$ cat src/rtl/fifo_pkg.sv
`default_nettype none
// +----------------------------------------------------------------------+
// | fifo_pkg : shared defaults and state encoding for fifo_rd_packer      |
// | Rev 1.0                                                               |
// +----------------------------------------------------------------------+
package fifo_pkg;

  localparam int DEF_WIDTH = 8;
  localparam int DEF_LANES = 4;

  typedef enum logic [1:0] {
    FILL     = 2'd0,
    COMPLETE = 2'd1,
    FLUSH    = 2'd2
  } state_e;

endpackage : fifo_pkg
`default_nettype wire

$ cat src/rtl/fifo_word_outreg.sv
`default_nettype none
// +----------------------------------------------------------------------+
// | fifo_word_outreg : single output word register with valid/ready hold  |
// | Rev 1.0                                                               |
// +----------------------------------------------------------------------+
module fifo_word_outreg
  import fifo_pkg::*;
#(
  parameter int WIDTH = DEF_WIDTH,
  parameter int LANES = DEF_LANES
) (
  input  logic                   clk_i,
  input  logic                   rst_n_i,
  input  logic                   load_i,
  input  logic [WIDTH*LANES-1:0] data_i,
  input  logic [LANES-1:0]       keep_i,
  input  logic                   ready_i,
  output logic [WIDTH*LANES-1:0] word_o,
  output logic [LANES-1:0]       keep_o,
  output logic                   valid_o,
  output logic                   free_o
);

  logic [WIDTH*LANES-1:0] word_q, word_d;
  logic [LANES-1:0]       keep_q, keep_d;
  logic                   valid_q, valid_d;

  // A load wins over a same-cycle transfer, so valid stays high with the new word.
  always_comb begin
    word_d  = word_q;
    keep_d  = keep_q;
    valid_d = valid_q && !ready_i;
    if (load_i) begin
      word_d  = data_i;
      keep_d  = keep_i;
      valid_d = 1'b1;
    end
  end

  always_ff @(posedge clk_i or negedge rst_n_i) begin
    if (!rst_n_i) begin
      word_q  <= '0;
      keep_q  <= '0;
      valid_q <= 1'b0;
    end else begin
      word_q  <= word_d;
      keep_q  <= keep_d;
      valid_q <= valid_d;
    end
  end

  assign word_o  = word_q;
  assign keep_o  = keep_q;
  assign valid_o = valid_q;
  assign free_o  = !valid_q || ready_i;

endmodule : fifo_word_outreg
`default_nettype wire

$ cat src/rtl/fifo_rd_packer.sv
`default_nettype none
// +----------------------------------------------------------------------+
// | fifo_rd_packer : reads FIFO entries and packs LANES of them per word  |
// | Rev 1.0                                                               |
// +----------------------------------------------------------------------+
module fifo_rd_packer
  import fifo_pkg::*;
#(
  parameter int WIDTH = DEF_WIDTH,
  parameter int LANES = DEF_LANES
) (
  input  logic                   clk_i,
  input  logic                   rst_n_i,
  input  logic                   fifo_empty_i,
  input  logic [WIDTH-1:0]       fifo_rdata_i,
  input  logic                   fifo_rd_error_i,
  output logic                   fifo_rd_en_o,
  input  logic                   flush_i,
  output logic [WIDTH*LANES-1:0] word_o,
  output logic [LANES-1:0]       word_keep_o,
  output logic                   word_valid_o,
  input  logic                   word_ready_i,
  output logic                   err_o
);

  localparam int               CNT_W    = $clog2(LANES + 1);
  localparam logic [CNT_W-1:0] FULL_CNT = CNT_W'(LANES);

  state_e                 state_q, state_d;
  logic [CNT_W-1:0]       cnt_q, cnt_d;
  logic                   pend_q, pend_d;
  logic [WIDTH*LANES-1:0] lanes_q, lanes_d;
  logic                   err_q;

  logic [CNT_W-1:0]       w_cnt_cap;
  logic [WIDTH*LANES-1:0] w_lanes_cap;
  logic [WIDTH*LANES-1:0] w_out_data;
  logic [LANES-1:0]       w_out_keep;
  logic                   w_free;
  logic                   w_load;
  logic                   w_flush_hold;
  logic                   w_cap_full;
  logic                   w_flush_req;
  logic                   w_rd_en;

  // View of the assembly after this cycle's in-flight entry lands.
  assign w_cnt_cap = cnt_q + CNT_W'(pend_q);

  for (genvar i = 0; i < LANES; i++) begin : g_lane
    assign w_lanes_cap[i*WIDTH +: WIDTH] = (pend_q && (cnt_q == CNT_W'(i)))
                                         ? fifo_rdata_i
                                         : lanes_q[i*WIDTH +: WIDTH];
    assign w_out_keep[i]                = CNT_W'(i) < w_cnt_cap;
    assign w_out_data[i*WIDTH +: WIDTH] = w_out_keep[i] ? w_lanes_cap[i*WIDTH +: WIDTH]
                                                        : '0;
  end

  assign w_cap_full  = pend_q && (w_cnt_cap == FULL_CNT);
  assign w_flush_req = flush_i && ((cnt_q != '0) || pend_q);

  // State register
  always_ff @(posedge clk_i or negedge rst_n_i) begin
    if (!rst_n_i) begin
      state_q <= FILL;
    end else begin
      state_q <= state_d;
    end
  end

  // Next-state logic
  always_comb begin
    state_d = state_q;
    unique case (state_q)
      FILL: begin
        if (w_cap_full) begin
          state_d = w_free ? FILL : COMPLETE;
        end else if (w_flush_req) begin
          state_d = (pend_q || !w_free) ? FLUSH : FILL;
        end
      end
      COMPLETE,
      FLUSH: begin
        if (w_free) state_d = FILL;
      end
      default: state_d = FILL;
    endcase
  end

  // Output logic: emission strobe and read blocking during a flush
  always_comb begin
    w_load       = 1'b0;
    w_flush_hold = 1'b0;
    unique case (state_q)
      FILL: begin
        if (w_cap_full) begin
          w_load = w_free;
        end else if (w_flush_req) begin
          w_flush_hold = 1'b1;
          w_load       = !pend_q && w_free;
        end
      end
      COMPLETE: w_load = w_free;
      FLUSH: begin
        w_flush_hold = 1'b1;
        w_load       = w_free;
      end
      default: w_load = 1'b0;
    endcase
  end

  assign w_rd_en = rst_n_i && !fifo_empty_i && (w_cnt_cap < FULL_CNT) && !w_flush_hold;

  always_comb begin
    pend_d  = w_rd_en;
    cnt_d   = w_load ? '0 : w_cnt_cap;
    lanes_d = w_load ? '0 : w_lanes_cap;
  end

  always_ff @(posedge clk_i or negedge rst_n_i) begin
    if (!rst_n_i) begin
      cnt_q   <= '0;
      pend_q  <= 1'b0;
      lanes_q <= '0;
      err_q   <= 1'b0;
    end else begin
      cnt_q   <= cnt_d;
      pend_q  <= pend_d;
      lanes_q <= lanes_d;
      err_q   <= err_q || fifo_rd_error_i;
    end
  end

  fifo_word_outreg #(
    .WIDTH (WIDTH),
    .LANES (LANES)
  ) u_outreg (
    .clk_i   (clk_i),
    .rst_n_i (rst_n_i),
    .load_i  (w_load),
    .data_i  (w_out_data),
    .keep_i  (w_out_keep),
    .ready_i (word_ready_i),
    .word_o  (word_o),
    .keep_o  (word_keep_o),
    .valid_o (word_valid_o),
    .free_o  (w_free)
  );

  assign fifo_rd_en_o = w_rd_en;
  assign err_o        = err_q;

endmodule : fifo_rd_packer
`default_nettype wire

$ cat config.mk
export PLATFORM = sky130hd
export DESIGN_NAME = fifo_rd_packer
export DESIGN_NICKNAME = d
export VERILOG_FILES = /design/src/rtl/fifo_pkg.sv /design/src/rtl/fifo_word_outreg.sv /design/src/rtl/fifo_rd_packer.sv
export SDC_FILE = /design/constraint.sdc
export NUM_CORES = 1
export LEC_CHECK = 0
export ABC_AREA = 1
export ABC_CLOCK_PERIOD_IN_PS = 1900
export CAP_MARGIN = 5
export CORE_AREA = 2 2 88 90
export CTS_BUF_LIST = sky130_fd_sc_hd__clkbuf_8
export DETAILED_ROUTE_END_ITERATION = 7
export DIE_AREA = 0 0 90 92
export GPL_TIMING_DRIVEN = 0
export PLACE_DENSITY = 0.77
export SETUP_SLACK_MARGIN = 0.4
export SLEW_MARGIN = 10
export SYNTH_ARGS = -nofsm -noshare
export SYNTH_HDL_FRONTEND = slang
export SYNTH_SLANG_ARGS = --single-unit
$ cat constraint.sdc
create_clock -name clk_i -period 1.9 [get_ports clk_i]
set_input_delay 0.285 -clock clk_i [delete_from_list [all_inputs] [get_ports clk_i]]
set_output_delay 0.285 -clock clk_i [all_outputs]
set_load 0.02 [all_outputs]
# Word level (Yosys, flattened, before mapping)
# Cells that the tools add are included.
# word_totals
ff_bits	76
output_inout_bits	39
input_bits	14
# op_classes
n_addsub	1
eq_ne	8
reduce_logical	26
muxes	23
order_cmp	5
# op_table
operator	count
$mux W8	8
$mux W32	1
$logic_and A1 B1 Y1	11
$mux W2	4
$eq A3 B2 Y1 const B	2
$logic_not A1 Y1	6
$lt A1 B3 Y1 const A	2
$lt A2 B3 Y1 const A	2
$mux W1	6
$logic_or A1 B1 Y1	4
$pmux W1 S2	2
$pmux W2 S2	1
$add A3 B1 Y3	1
$eq A3 B1 Y1 const B	1
$eq A3 B3 Y1 const B	1
$logic_not A3 Y1	1
$lt A3 B3 Y1 const B	1
$mux W3	1
$ne A3 B3 Y1 const B	1
$reduce_bool A3 Y1	1
$eq A2 B1 Y1 const B	1
$eq A2 B2 Y1 const B	1
$logic_not A2 Y1	1
$ne A2 B1 Y1 const B	1
other kinds (2)	2

# Logic depth before layout (Yosys ltp)
# Gate-level depths: netlist (run 1).
# logic_depth
ltp_word	8
mapped_depth	12
depth_no_buf	10

# By module
# A second synthesis (run 1) with hierarchy kept.
# unflattened
cells_unflattened	427
hier_area_um2	3524.6
# modules_own_cells
mod	cells_each	n_inst	seq_area_each_um2	area_each_um2
fifo_rd_packer	271	1	975.9	2077.0
fifo_word_outreg	156	1	925.9	1447.6

# Worst setup path after synthesis (run 1)
# OpenSTA, ideal clock, no wires.
# synth_path
path_kind	reg-to-output
start	reg cnt_q[0]
end	out fifo_rd_en_o
arrival_time_ns	1.654
setup_slack_ns	-0.039
stages_incl_launch_ff	8
t_required_ns	1.615
path_cell_list	dfrtp_1 ha_1 ha_1 nor2_1 nand2_1 nand2_1 nor2_1 nor2_1
# synth_between
elab_chain_len	8
word_cells_on_any_way	13
classes_between	add/sub (1); order compare (1); eq/ne (1); mux (3); reduce/logical (7)
# synth_rtl
element	line_no	rtl
start, declared	fifo_rd_packer.sv:30	logic [CNT_W-1:0] cnt_q, cnt_d;
start signal, assigned	fifo_rd_packer.sv:126	cnt_q <= cnt_d;
parallel branches: the longest is 7 deep, another holds $add A3 B1 Y3	-	
$logic_and A1 B1 Y1 (*)	fifo_rd_packer.sv:111	assign w_rd_en = rst_n_i && !fifo_empty_i && (w_cnt_cap < FULL_CNT) && !w_flush_hold;
end, declared	fifo_rd_packer.sv:17	output logic fifo_rd_en_o,
# Mark *: on every way between the ends.

# Worst setup path after layout (run 1)
# layout_path
start	reg pend_q
end	out fifo_rd_en_o
# layout_between
elab_chain_len	7
word_cells_on_any_way	12
classes_between	add/sub (1); order compare (1); eq/ne (1); mux (3); reduce/logical (6)
# layout_rtl
element	line_no	rtl
start, declared	fifo_rd_packer.sv:31	logic pend_q, pend_d;
start signal, assigned	fifo_rd_packer.sv:127	pend_q <= pend_d;
$add A3 B1 Y3 / $logic_or A1 B1 Y1 (equally long branches)	fifo_rd_packer.sv:47, fifo_rd_packer.sv:59	
$eq A3 B3 Y1 / $logic_and A1 B1 Y1 (equally long branches)	fifo_rd_packer.sv:58, fifo_rd_packer.sv:59	
$logic_and A1 B1 Y1 / $mux W1 (equally long branches)	fifo_rd_packer.sv:58, fifo_rd_packer.sv:97	
$mux W1	fifo_rd_packer.sv:95	if (w_cap_full) begin
$pmux W1 S2	fifo_rd_packer.sv:93	unique case (state_q)
$logic_not A1 Y1	fifo_rd_packer.sv:111	
$logic_and A1 B1 Y1 (*)	fifo_rd_packer.sv:111	
# Every way passes the cells marked *; elsewhere a longest branch is shown, timed or not.

==> key figures, run 1 <==
Cells and area
  – Fin util: 0.704
  – Final instance area: about 5200 um^2
  – Layout cells sized above 1: 0.272
  – Leading cell type in the layout, fill and taps excluded: nand2_1
  – Area growth syn-to-layout: 42.9%
  – Post-route insts no fill: around 670
  – Sequential Area: roughly 1900 um^2
  – Fill count: 601
  – Final nets: 580
  – N_diodes: 0
  – Commonest non-fill, non-tap cells in the layout: nand2_1, dfrtp_1, nand3_1
  – Multi-input gate area: 1740 um^2

Route
  – DR iter-0 viols: between 200 and 300
  – Total routed wirelength: a little over 10000 um
  – WL/cell: approximately 15 um
  – DR vias: 3501
  – Remaining antenna violation count: 0
  – First-pass DRT Iterations: 5
  – Vias/cell: about 5.2
  – Residual DRC: 0

Worst setup path
  – CP Cell Sequence: ha_4 > ha_4 > inv_2 > nand2_2 > nand2_4 > nand2_4 > nand2_4 > nor2_4 > nor2_4 > buf_6
  – Worst-path fanout max: 4
  – Setup CP Type: reg2out
  – Crit-path slowest cell: dfrtp_2
  – Family with the most delay on the worst path: simple AND/OR/NAND/NOR gates
  – R2R depth: 13
  – Data arrival, critical path: 1.77 ns
  – Most numerous cell on the critical path: nand2_4
  – WP data required: roughly 1.6 ns
  – Slowest stage delay, CP: between 0.4 and 0.5 ns
  – WP buf/inv: 2
  – Startpoint types: flop
  – Levels on crit path: 10
  – Crit end category: primary output

Job
  – Max Cap Viol: 0

Timing
  – WHS: -0.110 ns
  – RSZ-0062 raised after global routing: yes
  – Clk_skew: slightly above 0.008 ns
  – Worst Max-Slew Pin Slew: between 0.5 and 0.6 ns
  – Slew Limit Fails: 0
  – # setup viols final: between 70 and 80
  – Tmin final: slightly above 2 ns
  – Fmax: just under 0.5 GHz
  – Final setup margin: -0.158 ns
  – Crit share post-route: 1.08
  – Relative slew margins: 0.630
  – Hold Vio Cnt, Final: 36

Logic synthesis
  – Avg Synthesized Cell Area: between 7 and 8 um^2
  – Ys async rst share: 1.00
  – Seq/Total Area, Yosys: 0.518
  – Compound-cell area share of the yosys netlist: 0.00511
  – Yosys cell types: 23
  – Post-Synthesis Net Count: 489
  – Number of synthesized flops with an enable pin: 0
  – Mux share of post-synthesis cell area: 0
  – Post-Synth XOR/XNOR Area: 0
  – Yosys warns: 0
  – Mapped Area: ~3700 um^2
  – Simple-Gate Fraction of Synth Area: 0.370
  – Number of synthesized register bits: 76
  – Main combinational cell family by area after synthesis: simple AND/OR/NAND/NOR gates
  – Cells after Synth: between 400 and 500
  – Top FF cell, synth: dfrtp_1
  – Adder-cell share of the synthesized area: 0.0170

Floorplanning
  – Core area: roughly 7400 um^2
  – Die area: approximately 8300 um^2
  – Chip Height: approximately 92 um
  – Row count: 32
  – Initial cell density of the core: 0.493
  – Die width: around 90 um
  – Ports: between 50 and 60

Pwr
  – Comb power frac: 0.527
  – Power per cell area: roughly 1400 nW/um^2
  – Clock Power Share: 0.180
  – Switching share of power: 0.406
  – Sw Pwr: 3.04 mW
  – Peak supply drop: around 900 uV
  – Cell-internal power: 4.44 mW
  – Leakage power: between 2 and 3 nW
  – Reg power frac: 0.293

Placement
  – Placed cell area: 4380 um^2
  – Placed cell count: between 600 and 700
  – IO Port Bufs: 52
  – DP HPWL: around 5900 um
  – Place WS: -0.474 ns
  – Gpl congestion: a little under 0.9

Clock network
  – Worst-path clk slew: approximately 0.08 ns
  – CTS tree: done
  – Root Driver: clkbuf_8
  – CTS HTree Levels: 3
  – Clock insertion delay at the later pin of the skew report: 0.35 ns
  – CTS Buffer Depth: 2
  – Clk sinks: 76
  – CTS Buf Count: 9

GRT
  – Vias in the first global route: 3271
  – Overall routing resource usage: 0.233
  – Gr ovfl total: 0
  – Largest net degree at the start of global routing: 42
  – Initial antenna violation count: 0
  – First-pass GRT wire length: 15400 um

Outcome
  – Status: finished with violations
  – Failing checks: negative hold slack, negative setup slack

Hold path
  – Hold WC Path Type: in2async
-- final timing paths --
check                             start                  to  slack, ns
worst min register to register    err_o               err_o       0.47
worst max register to register   pend_q  u_outreg.keep_o[3]      -0.11
worst max-delay path             pend_q        fifo_rd_en_o      -0.16
min in group clk_i                err_o               err_o       0.47
max in group asynchronous       rst_n_i            cnt_q[0]       1.42
worst min-delay path            rst_n_i         lanes_q[20]      -0.11
-- layer usage --
layer | track usage | wire, um
met4 | 0.0846 | 496
met3 | 0.0485 | 695
met2 | 0.380 | 5010
met1 | 0.309 | 4040
met5 | 0 | 0
-- power by group through the flow --
stage / clock network [mW] / registers [mW] / logic, mW
3_5_place_dp: 0 / 2.20 / 2.59
3_3_place_gp: 0 / 2.19 / 2.53
5_1_grt: 1.43 / 2.23 / 4.22
4_1_cts: 1.36 / 2.15 / 3.14
2_1_floorplan: 0 / 2.39 / 1.55
6_report: 1.35 / 2.19 / 3.95
-- area by class of cell --
type	count	area share
Clock inverter	6	0.0153
Timing Repair Buffer	80	0.164
Tap cell	102	0.0243
Inverter	55	0.0422
Multi-Input combinational cell	321	0.331
Sequential cell	76	0.363
Clock buffer	10	0.0262
Buffer	18	0.0336
-- state kept, by name, indices dropped and copies added (netlist names) --
name and flops:
u_outreg.valid_o 1, state_q 2, err_o 1, pend_q 1
u_outreg.keep_o 4, lanes_q 32, cnt_q 3, u_outreg.word_o 32
-- synth_stat cells (2+ instances only) --
cell type    n  area, um^2
buf_2        7        35.0
buf_4        2        15.0
buf_6        5        56.3
clkbuf_1     4        15.0
clkinv_1     3        11.3
dfrtp_1     76        1900
ha_1         5        62.6
inv_1       50         188
inv_2        2        7.51
nand2_1    149         559
nand2_2      6        37.5
nand3_1     63         315
nand3_2      2        20.0
nand3b_1     2        15.0
nand4_1      9        56.3
nor2_1      75         282
nor2_2       2        12.5
o21ai_0      2        10.0
or2_2        2        12.5
-- per-stage QoR --
step	setup TNS, ns	hold WS [ns]	total power, mW
2_1_floorplan	0	-0.0106	3.94
3_3_place_gp	-161.16	0.449	4.72
3_5_place_dp	-3.35	0.272	4.79
4_1_cts	-0.732	-0.0983	6.64
5_1_grt	-8.09	-0.0841	7.89
6_report	-3.10	-0.110	7.49
-- timing repair --
action,in CTS,in global routing
setup buffers,13,8
endpoints found under the setup margin,114,74
endpoints found under the hold margin,36,36
pin swaps,5,8
gates resized for setup,68,101
cloned,4,2
-- cell families (layout without fill, tap and decap cells) --
group,after synthesis,count (layout)
fa+ha+maj,5,5
buf+inv,73,169
simple gates,313,313
flops,76,76
compound gates,3,3
Power figures use the tool's default switching activity.
==> run 2: changes to the inputs <==
- ABC_AREA: 1 -> default
- CORE_AREA: 2 2 88 90 -> 2 2 84 86
- DIE_AREA: 0 0 90 92 -> 0 0 86 88
==> run 2 against run 1 <==
Compared with the run above:
- the flow still finishes with violations (negative hold slack, negative setup slack)
- wire length shrank 20%
- sequential power is essentially flat
- cell count shrank 35%
- first-iteration DRC count shrank 48%
- worst hold slack lost 0.0017 ns
- worst setup slack lost 0.27 ns
- critical endpoint unchanged
- largest cell class unchanged
==> key figures, run 2 <==
Route
  – Wire length on met2: roughly 4000 um
  – DR vias: ~2400
  – Uppermost layer routed: met4
  – WL/cell: about 19 um
  – Total routed wirelength: a little over 8000 um
  – DR iter-0 viols: 134
  – Met1 Routed Length: approximately 3600 um
  – Residual DRC: 0
  – Remaining antenna violation count: 0
  – First-pass DRT Iterations: 4
  – Vias/cell: 5.60
  – Met3 WL post-DR: around 420 um

Worst setup path
  – Slowest stage delay, CP: around 0.50 ns
  – Most numerous cell on the critical path: ha_4
  – Worst-path fanout max: 3
  – Startpoint types: flop
  – Setup CP Type: reg2out
  – R2R depth: 11
  – WP buf/inv: 1
  – WP data required: 1.62 ns
  – Crit end category: primary output
  – Levels on crit path: 6
  – Family with the most delay on the worst path: simple AND/OR/NAND/NOR gates
  – Crit-path slowest cell: or4b_4
  – CP Cell Sequence: ha_4 > ha_4 > xor2_4 > or4b_4 > a21oi_4 > buf_6
  – Data arrival, critical path: slightly above 2 ns

Clock network
  – CTS HTree Levels: 3
  – Clock insertion delay at the later pin of the skew report: approximately 0.35 ns
  – CTS tree: done
  – Root Driver: clkbuf_8
  – Clk sinks: 76
  – CTS Buffer Depth: 2
  – CTS Buf Count: 9
  – Worst-path clk slew: 0.08 ns

Cells and area
  – N_diodes: 0
  – Area growth syn-to-layout: 42.9%
  – Final instance area: 4650 um^2
  – Leading cell type in the layout, fill and taps excluded: dfrtp_1
  – Commonest non-fill, non-tap cells in the layout: dfrtp_1, dlygate4sd2_1, nor2_1
  – Layout cells sized above 1: 0.280
  – Final nets: roughly 370

Logic synthesis
  – Yosys warns: 0
  – Post-Synthesis Net Count: between 200 and 300
  – Cells after Synth: roughly 260
  – Synth top area cells: dfrtp_1, mux2i_1, a22o_1
  – Yosys cell types: 40
  – Synth cell count leaders: dfrtp_1, nor2_1, mux2i_1
  – Top FF cell, synth: dfrtp_1
  – Avg Synthesized Cell Area: ~13 um^2
  – Cell accounting for the most synthesized area: dfrtp_1
  – Ys async rst share: 1.00
  – Number of synthesized register bits: 76
  – Seq/Total Area, Yosys: 0.585
  – Top cell type's share of synthesized area: 0.585
  – Mapped Area: 3250 um^2
  – Number of synthesized flops with an enable pin: 0
  – Most common cell in the netlist: dfrtp_1

Timing
  – Slew Limit Fails: 0
  – Final setup margin: -0.433 ns
  – Setup TNS: -12.01 ns
  – Worst Max-Slew Pin Slew: 0.520 ns
  – Crit share post-route: 1.23
  – Relative slew margins: 0.652
  – Tmin final: between 2 and 2.5 ns
  – WHS: -0.112 ns
  – RSZ-0062 raised after global routing: yes
  – Hold Vio Cnt, Final: 35
  – Clk_skew: 0.00979 ns
  – # setup viols final: 73
  – Fmax: approximately 0.43 GHz

Pwr
  – Cell-internal power: about 4.5 mW
  – Sw Pwr: between 2 and 3 mW
  – Peak supply drop: roughly 800 uV
  – Power per cell area: about 1500 nW/um^2
  – Leakage power: roughly 2.3 nW
  – Comb power frac: 0.475
  – Reg power frac: 0.306
  – Clock Power Share: 0.219
  – Switching share of power: 0.363

Hold path
  – Hold WC Path Type: in2async

Floorplanning
  – Die area: between 7000 and 8000 um^2
  – Row count: 30
  – Ports: 53
  – Core area: 6640 um^2
  – Initial cell density of the core: 0.490
  – Die width: between 80 and 90 um
  – Chip Height: roughly 88 um

Placement
  – IO Port Bufs: 52
  – Gpl congestion: 0.801
  – Placed cell area: 3970 um^2
  – DP HPWL: roughly 5000 um

GRT
  – Largest net degree at the start of global routing: between 40 and 50
  – Gr ovfl total: 0
  – Overall routing resource usage: 0.220
  – Vias in the first global route: ~2500
  – First-pass GRT wire length: about 13000 um
  – Initial antenna violation count: 0

Outcome
  – Status: finished with violations
  – Failing checks: negative hold slack, negative setup slack

Job
  – Max Cap Viol: 0
[run 2: cell count changes in the layout (fill, tap and decap cells not counted), moves of 16 or more]
cell and delta:
nor3_1 +16, nand3_1 -62, a22o_1 +17, nand2_1 -104
inv_1 -46, mux2i_1 +32, nand2_2 -35, nor2_2 -24
[run 2: worst reg2reg max path: stages, from the launching register on]
cell       delay [ns]
dfrtp_2          0.43
ha_4             0.17
ha_4             0.17
xor2_4           0.17
buf_4            0.14
buf_6            0.09
nand4_1          0.12
buf_6            0.17
a21oi_4          0.19
buf_6            0.17
clkbuf_16        0.14
nor2_1           0.05
[run 2: cells by family (layout without fill, tap and decap cells)]
group | Yosys count | count (layout) | share of synthesized area
AOI/OAI and AO/OA | 51 | 51 | 0.142
xor gates and xnor gates | 2 | 2 | 0.00769
and+or+nand+nor | 72 | 72 | 0.112
adders and majority gates | 5 | 5 | 0.0192
buffers and inverters | 21 | 116 | 0.0365
DFF | 76 | 76 | 0.585
muxes | 32 | 32 | 0.0985
[run 2: repair_timing]
item	CTS	global route
gates resized for setup	67	25
endpoints found under the setup margin	114	76
pin swaps	8	9
setup buffers	17	5
hold endpoints to repair	35	35
cloned	2	2
[run 2: path summary, 6_finish.rpt]
| kind | end | slack [ns] | from |
|---|---|---|---|
| max | fifo_rd_en_o | -0.43 | cnt_q[0] |
| min | lanes_q[6] | -0.11 | rst_n_i |
| max reg2reg | lanes_q[18] | -0.22 | cnt_q[0] |
| min reg2reg | err_o | 0.48 | err_o |
| max in group asynchronous | cnt_q[0] | 1.43 | rst_n_i |
| min in group clk_i | err_o | 0.48 | err_o |
[run 2: power by group through the flow]
stage / Sequential [mW] / Clock (mW) / Combinational (mW)
after floorplan: 2.33 / 0 / 1.52
after global placement: 2.19 / 0 / 2.39
after detailed placement: 2.20 / 0 / 2.44
after CTS: 2.15 / 1.56 / 2.87
after global routing: 2.20 / 1.65 / 3.56
final: 2.16 / 1.55 / 3.35
[run 2: area by class of cell]
cell class | instances | area [um^2]
well taps | 80 | 100
plain buffers | 15 | 145
multi-input cells | 162 | 1430
clock inverters | 5 | 108
inverters | 6 | 22.5
repair buffers | 79 | 788
fillers | 460 | 1990
flip-flops and latches | 76 | 1900
clock buffers | 11 | 151
[run 2: per-layer routing]
metal,global-route usage,vias to the layer above
li1,-,1122
met1,0.301,1223
met2,0.352,72
met3,0.0547,15
met4,0.0664,0
met5,0,-
[run 2: metrics by stage]
step           hold WS [ns]  utilization  worst slack [ns]  instances  total power, mW
3_5_place_dp          0.267        0.597            -0.654        392             4.63
4_1_cts              -0.103        0.667            -0.434        427             6.58
3_3_place_gp          0.455        0.595             -3.02        391             4.58
2_1_floorplan       -0.0106            -          -0.00670        259             3.86
6_report             -0.112        0.700            -0.433        434             7.06
5_1_grt             -0.0879        0.700            -0.475        434             7.41
